==> src/rtl/node_port_if.sv <==
// Node-side endpoint for one router port: TX FIFO plus 32-to-8 serializer, RX 8-to-32 deserializer with holding register.
// Optional NODE_PORT_PROTOCOL_CHECK_EN adds a sticky proto_err output.
module node_port_if #(
    parameter int FIFO_DEPTH = 4
) (
    input  logic        clock,
    input  logic        reset_n,
    input  logic        pkt_in_valid,
    input  logic [31:0] pkt_in,
    output logic        pkt_in_ready,
    input  logic        router_free,
    output logic        node_put,
    output logic [7:0]  node_payload,
    input  logic        router_put,
    input  logic [7:0]  router_payload,
    output logic        node_free,
    output logic        pkt_out_valid,
    output logic [31:0] pkt_out,
    input  logic        pkt_out_ready
`ifdef NODE_PORT_PROTOCOL_CHECK_EN
    ,
    output logic        proto_err
`endif
);

    localparam int AW = (FIFO_DEPTH > 1) ? $clog2(FIFO_DEPTH) : 1;
    localparam logic [AW:0] FULL_COUNT = (AW+1)'(FIFO_DEPTH);

    typedef enum logic {
        IDLE,
        SEND
    } tx_state_t;

    logic [31:0]   mem [FIFO_DEPTH];
    logic [AW-1:0] wr_ptr;
    logic [AW-1:0] rd_ptr;
    logic [AW:0]   count;
    logic          push;
    logic          pop;
    logic          empty;

    tx_state_t     state;
    tx_state_t     state_next;
    logic [1:0]    c;
    logic [1:0]    c_next;
    logic [23:0]   shift_reg;
    logic [23:0]   shift_next;
    logic          put_next;
    logic [7:0]    payload_next;

    logic [1:0]    r;
    logic [1:0]    r_next;
    logic [23:0]   rx_shift;
    logic          accept;
    logic          consume;
    logic          complete;
    logic          valid_next;

    assign pkt_in_ready = (count != FULL_COUNT);
    assign empty        = (count == '0);
    assign push         = pkt_in_valid && pkt_in_ready;

    always_ff @(posedge clock) begin
        if (reset_n && push) begin
            mem[wr_ptr] <= pkt_in;
        end
    end

    always_ff @(posedge clock) begin
        if (!reset_n) begin
            wr_ptr <= '0;
            rd_ptr <= '0;
            count  <= '0;
        end else begin
            if (push) begin
                wr_ptr <= wr_ptr + AW'(1);
            end
            if (pop) begin
                rd_ptr <= rd_ptr + AW'(1);
            end
            case ({push, pop})
                2'b10:   count <= count + (AW+1)'(1);
                2'b01:   count <= count - (AW+1)'(1);
                default: count <= count;
            endcase
        end
    end

    // Shift register keeps only the bytes still to be sent; the MSB byte goes straight to the payload on load.
    always_comb begin
        state_next   = state;
        c_next       = c;
        shift_next   = shift_reg;
        put_next     = node_put;
        payload_next = node_payload;
        pop          = 1'b0;
        case (state)
            IDLE: begin
                if (!empty && router_free) begin
                    pop          = 1'b1;
                    state_next   = SEND;
                    c_next       = 2'd0;
                    shift_next   = mem[rd_ptr][23:0];
                    put_next     = 1'b1;
                    payload_next = mem[rd_ptr][31:24];
                end
            end
            SEND: begin
                if (c == 2'd3) begin
                    state_next   = IDLE;
                    c_next       = 2'd0;
                    put_next     = 1'b0;
                    payload_next = 8'h00;
                end else begin
                    c_next       = c + 2'd1;
                    shift_next   = {shift_reg[15:0], 8'h00};
                    payload_next = shift_reg[23:16];
                end
            end
        endcase
    end

    always_ff @(posedge clock) begin
        if (!reset_n) begin
            state        <= IDLE;
            c            <= 2'd0;
            shift_reg    <= '0;
            node_put     <= 1'b0;
            node_payload <= 8'h00;
        end else begin
            state        <= state_next;
            c            <= c_next;
            shift_reg    <= shift_next;
            node_put     <= put_next;
            node_payload <= payload_next;
        end
    end

    // Bytes arriving while a word is held are dropped, so accept gates every RX state change.
    assign accept     = router_put && !pkt_out_valid;
    assign consume    = pkt_out_valid && pkt_out_ready;
    assign complete   = accept && (r == 2'd3);
    assign r_next     = accept ? r + 2'd1 : r;
    assign valid_next = complete || (pkt_out_valid && !consume);

    always_ff @(posedge clock) begin
        if (!reset_n) begin
            r             <= 2'd0;
            rx_shift      <= '0;
            pkt_out_valid <= 1'b0;
            pkt_out       <= '0;
            node_free     <= 1'b1;
        end else begin
            r             <= r_next;
            pkt_out_valid <= valid_next;
            node_free     <= (r_next == 2'd0) && !valid_next;
            if (complete) begin
                pkt_out <= {rx_shift, router_payload};
            end else if (accept) begin
                rx_shift <= {rx_shift[15:0], router_payload};
            end
        end
    end

`ifdef NODE_PORT_PROTOCOL_CHECK_EN
    always_ff @(posedge clock) begin
        if (!reset_n) begin
            proto_err <= 1'b0;
        end else if (router_put && (pkt_out_valid || (!node_free && r == 2'd0))) begin
            proto_err <= 1'b1;
        end
    end
`endif

endmodule
==> config.mk <==
export PLATFORM = sky130hd
export DESIGN_NAME = node_port_if
export DESIGN_NICKNAME = d
export VERILOG_FILES = /design/src/rtl/node_port_if.sv
export SDC_FILE = /design/constraint.sdc
export NUM_CORES = 1
export LEC_CHECK = 0
export CORE_MARGIN = 8
export CORE_UTILIZATION = 55
export CTS_BUF_LIST = sky130_fd_sc_hd__clkbuf_8
export DETAILED_ROUTE_END_ITERATION = 8
export PLACE_DENSITY = 0.78
export SLEW_MARGIN = 5
export SYNTH_ARGS = -nofsm -noshare
export SYNTH_HDL_FRONTEND = slang
export SYNTH_SLANG_ARGS = --single-unit
export TNS_END_PERCENT = 30
==> constraint.sdc <==
create_clock -name clock -period 3.5 [get_ports clock]
set_input_delay 0.7 -clock clock [delete_from_list [all_inputs] [get_ports clock]]
set_output_delay 0.7 -clock clock [all_outputs]
set_load 0.005 [all_outputs]
; Word-level counts from Yosys, hierarchy flattened
; Memory sizes are Yosys's and may differ from the RTL's. A register that Yosys moved wholly into a read port is not among the register bits.
; Index checks and enable logic that the tools add are counted.
[op_classes]
reduce_logical = 19
muxes = 22
n_eq_ne = 8
add_sub_neg = 6
bitwise = 2
[op_table]
columns = op, count
row1 = 24-bit two-way mux, 2
row2 = 24-bit one-hot mux with 2 select lines, 1
row3 = 8-bit two-way mux, 2
row4 = 8-bit one-hot mux with 2 select lines, 1
row5 = 2-bit two-way mux, 5
row6 = "2-bit by 1-bit adder with 2-bit output, second input constant", 4
row7 = 1-bit logical AND, 8
row8 = 1-bit two-way mux, 7
row9 = "2-bit equality test, second input constant", 3
row10 = 3-bit one-hot mux with 2 select lines, 1
row11 = 2-bit AND reduction, 3
row12 = 1-bit zero test, 4
row13 = "2-bit != test, second input constant", 2
row14 = 1-bit one-hot mux with 2 select lines, 2
row15 = 2-bit one-hot mux with 2 select lines, 1
row16 = "3-bit by 1-bit adder with 3-bit output, second input constant", 1
row17 = 3-bit zero test, 1
row18 = "3-bit != test, second input constant", 1
row19 = "3-bit by 1-bit subtractor with 3-bit output, second input constant", 1
row20 = "2-bit by 1-bit equality test with 1-bit output, second input constant", 1
row21 = 2-bit zero test, 1
row22 = "2-bit by 1-bit != test with 1-bit output, second input constant", 1
row23 = 1-bit NOT, 2
row24 = 2-bit nonzero test, 1
row25 = 1-bit logical OR, 1
[totals]
mem_bits_rw = 128
inputBits = 46
wordCells = 71
out_inout_bits = 44
reg_bits = 103
n_memories = 1
[mem_list]
columns = memory, depth, width, read_ports, rd_clocked_by_memory_dff, write_ports, line
row1 = mem, 4, 32, 1, 1, 1, 34  ; logic [31:0] mem [FIFO_DEPTH];

; Logic depth before layout (Yosys ltp)
[logic_depth]
word_depth = 7
mapped_depth = 10

; Least setup slack after synthesis
; No wires, ideal clock.
[synth_path]
path_kind = register -> register
startpoint = register count[2]
endpoint = register count[2]
path_stages_with_launch = 11
required_ns = 3.430
setup_slack_ns = 1.189
synth_period_minus_slack_ns = 2.311
arrival_time_ns = 2.240
cell_sequence = dfxtp_1 > or3b_1 > clkbuf_1 > and2_1 > inv_1 > ha_1 > inv_1 > fa_1 > xor2_1 > or3_1 > a21oi_1
[synth_rtl]
columns = element, line
row1 = start: declaration, 37  ; logic [AW:0] count;
row2 = start signal: assignment, 82  ; 2'b10: count <= count + (AW+1)'(1);
row3 = start signal: assignment, 83  ; 2'b01: count <= count - (AW+1)'(1);
row4 = start signal: assignment, 84  ; default: count <= count;
row5 = 3-bit != test *, 59  ; assign pkt_in_ready = (count != FULL_COUNT);
row6 = named net pkt_in_ready, 10  ; output logic pkt_in_ready,
row7 = 1-bit logical AND *, 61  ; assign push = pkt_in_valid && pkt_in_ready;
row8 = 2-bit by 1-bit equality test with 1-bit output / 2-bit equality test (equally long branches), 81  ; case ({push, pop})
row9 = 3-bit one-hot mux with 2 select lines / 2-bit nonzero test (equally long branches), n/a
; The timed path passes the listed nets; every way through them passes the cells marked *.
; A chain may end at the register's enable or synchronous reset.

; Worst setup path after layout
[layout_path]
startpoint = register count[2]
endpoint = output pkt_in_ready
[layout_via]
elab_chain_len = 1
[layout_lines]
columns = element, line
row1 = 3-bit != test, 59
row2 = end: declaration, 10
; Every way passes these cells.

==> metrics.txt <==
clock slew seen by the registers of the worst setup and hold paths=0.05 ns; Yosys reg bits=233; syn nets=718; I/O pin cnt=90; R2R setup slack=1.04 ns; First DRT Iteration DRCs=417; FF+latch area=5947 um^2; Die ar.=20360 um^2; final setup fails=0; drt drc=0; worst-path fanout max=6; post-route clock period utilization=0.7332; achievable frequency=389.7 MHz; vias in the first global route=5725; DRT Pass-1 Iters=7; Post-Synthesis Cells=664; GPL Wtd Cong=0.7704; unrepaired setup endpoints after global routing=false; Layout Skew=0.01338 ns; ANT cells=0; WL final=17890 um; CTS Buf Count=37; Initial Util=0.5598; max FFs per register=128; Hold Crit Class=reg -> reg; Avg WL per Cell=17.81 um; initial antenna violation count=0; Regs by FF count=mem (128), pkt_out (32); Yosys Warn Count=0; Most used DFF post-synth=edfxtp_1; max-slew violation total from the final report=0; Root Buffer=clkbuf_8; Avg Inst Size Synth=13.30 um^2; clock latency on the worst-skew pair=0.52 ns; critical path data arrival time=1.87 ns; Netlist Area Pre-Place=8828 um^2; CTS tree=built; post-layout min period=2.566 ns; worst-case clock buffer depth=3; pwr dens=644.1 nW/um^2; Die X=142.7 um; Fin. Hold Viols=0; Post-CTS Hold Fix Bufs=0; post-CTS setup buffers=0; kind of end point of the critical path=primary output; GRT Overall Usage=0.1795; Setup TNS=0 ns; Post-synth EDFFs=128; remaining global-route overflow=0; port buffer count=89; Peak VDD IR=0.3836 mV; Core Footprint=15770 um^2; post-CTS resize count=0; maxcap violations=0; Worst Setup Path Type=reg -> out; filler instances=1118; area occupied by multi-input gates=2626 um^2; Area growth syn-to-layout=20.04%; routed vias=5632; post-route ant nets=0; worst rel slew slack=0.5535; DP HPWL=11570 um; status=finished clean; total power=6.826 mW; largest net degree at the start of global routing=59; Via-to-Cell Ratio=5.610; share of cells above drive strength 1=0.1536; CTS sink cnt=233; Top reg by flops=mem; global-route wire length before repair=28820 um; Synth cell types=45; sequential fraction of the synthesis area=0.6735; die height=142.7 um; row cnt=46; WP data required=2.80 ns; # H-tree levels=2; slew of the pin with the lowest slew margin=0.6697 ns; CP Launch Type=flip-flop; asr flop ratio synth=0; Leak Pwr=3.584 nW; Net count, final=817
## routing by layer
metal / GRT usage / vias up / share of wire
li1: - / 2653 / -
met1: 0.2080 / 2761 / 0.40
met2: 0.3141 / 185 / 0.50
met3: 0.04942 / 33 / 0.071
met4: 0.06208 / 0 / 0.021
met5: 0 / - / 0
## cell usage after synthesis, types with 2 or more instances
library cell / n / area, um^2
nor2b_1: 4 / 25.02
and3_1: 4 / 25.02
ha_1: 7 / 87.58
o31ai_1: 9 / 67.56
a311oi_1: 6 / 52.55
o21ai_0: 4 / 20.02
mux4_2: 24 / 540.5
a21o_1: 2 / 15.01
nand3_1: 5 / 25.02
dfxtp_1: 105 / 2102
inv_1: 10 / 37.54
mux2_2: 16 / 180.2
nor2_1: 9 / 33.78
buf_4: 2 / 15.01
xor2_1: 2 / 17.52
a311oi_2: 10 / 150.1
a21oi_1: 73 / 365.4
nand2_1: 146 / 548.0
buf_1: 3 / 11.26
and2_1: 2 / 12.51
a211oi_1: 16 / 120.1
mux2i_1: 2 / 20.02
edfxtp_1: 128 / 3844
a222oi_1: 8 / 80.08
buf_6: 2 / 22.52
a32o_1: 8 / 80.08
clkbuf_1: 24 / 90.09
buf_2: 16 / 80.08
## cell families after synthesis
group	Yosys count	share of synthesized area
mux	42	0.08390
compound gates	142	0.1145
xor+xnor	3	0.002977
fa+ha+maj	8	0.01219
simple gates	179	0.08390
flops	233	0.6735
buf+inv	57	0.02905
## where the power goes
group | leakage (nW) | internal, mW | switching, mW
sequential | 2.02 | 3.13 | 0.189
clock | 0.410 | 1.11 | 0.971
combinational | 1.16 | 0.669 | 0.756
## layout by cell type, fill, tap and decap left out, types with 2 or more instances in the layout
cell	count
inv_1	25
a311oi_2	10
mux2i_1	2
nand2_1	146
o21ai_0	4
o31ai_1	9
clkinv_1	2
clkinv_2	2
and2_1	2
and3_1	4
clkbuf_8	43
nand3_1	5
dfxtp_1	104
edfxtp_1	128
mux4_2	24
a32o_1	8
a311oi_1	6
a222oi_1	8
a21o_1	2
clkdlybuf4s50_1	89
a21oi_1	73
xor2_1	2
nor2b_1	4
nor2_1	9
mux2_2	16
buf_4	17
ha_1	7
a211oi_1	16
## through the flow
step | cells | hold WS [ns] | utilization | cell area [um^2] | setup WS (ns)
finish | 1004 | 0.4519 | 0.6720 | 10600 | 0.9339
CTS | 1004 | 0.4549 | 0.6720 | 10600 | 0.9022
detailed placement | 940 | 0.4473 | 0.6290 | 9920 | 0.6889
global route | 1004 | 0.4740 | 0.6720 | 10600 | 0.8670
global placement | 940 | 0.4414 | 0.6290 | 9920 | 0.7716
floorplan | 664 | 0.4321 | - | 8828 | 1.189
## final timing paths
check	start	to	cells after the start
worst min register to register	pkt_out[4]	pkt_out[4]	2
worst max register to register	count[2]	count[2]	9
worst min-delay path	pkt_out[4]	pkt_out[4]	2
worst max-delay path	count[2]	pkt_in_ready	2
## area by class of cell
type | count | area share
Inverter | 10 | 0.003542
Sequential cell | 233 | 0.5612
Multi-Input combinational cell | 374 | 0.2478
Timing Repair Buffer | 107 | 0.09799
Clock inverter | 21 | 0.008146
Clock buffer | 43 | 0.05584
Tap cell | 216 | 0.02550
## critical path: stages (launching register included)
cell and delay, ns:
dfxtp_1 0.40, or3b_1 0.47, clkdlybuf4s50_1 0.49
Power figures use the tool's default switching activity.
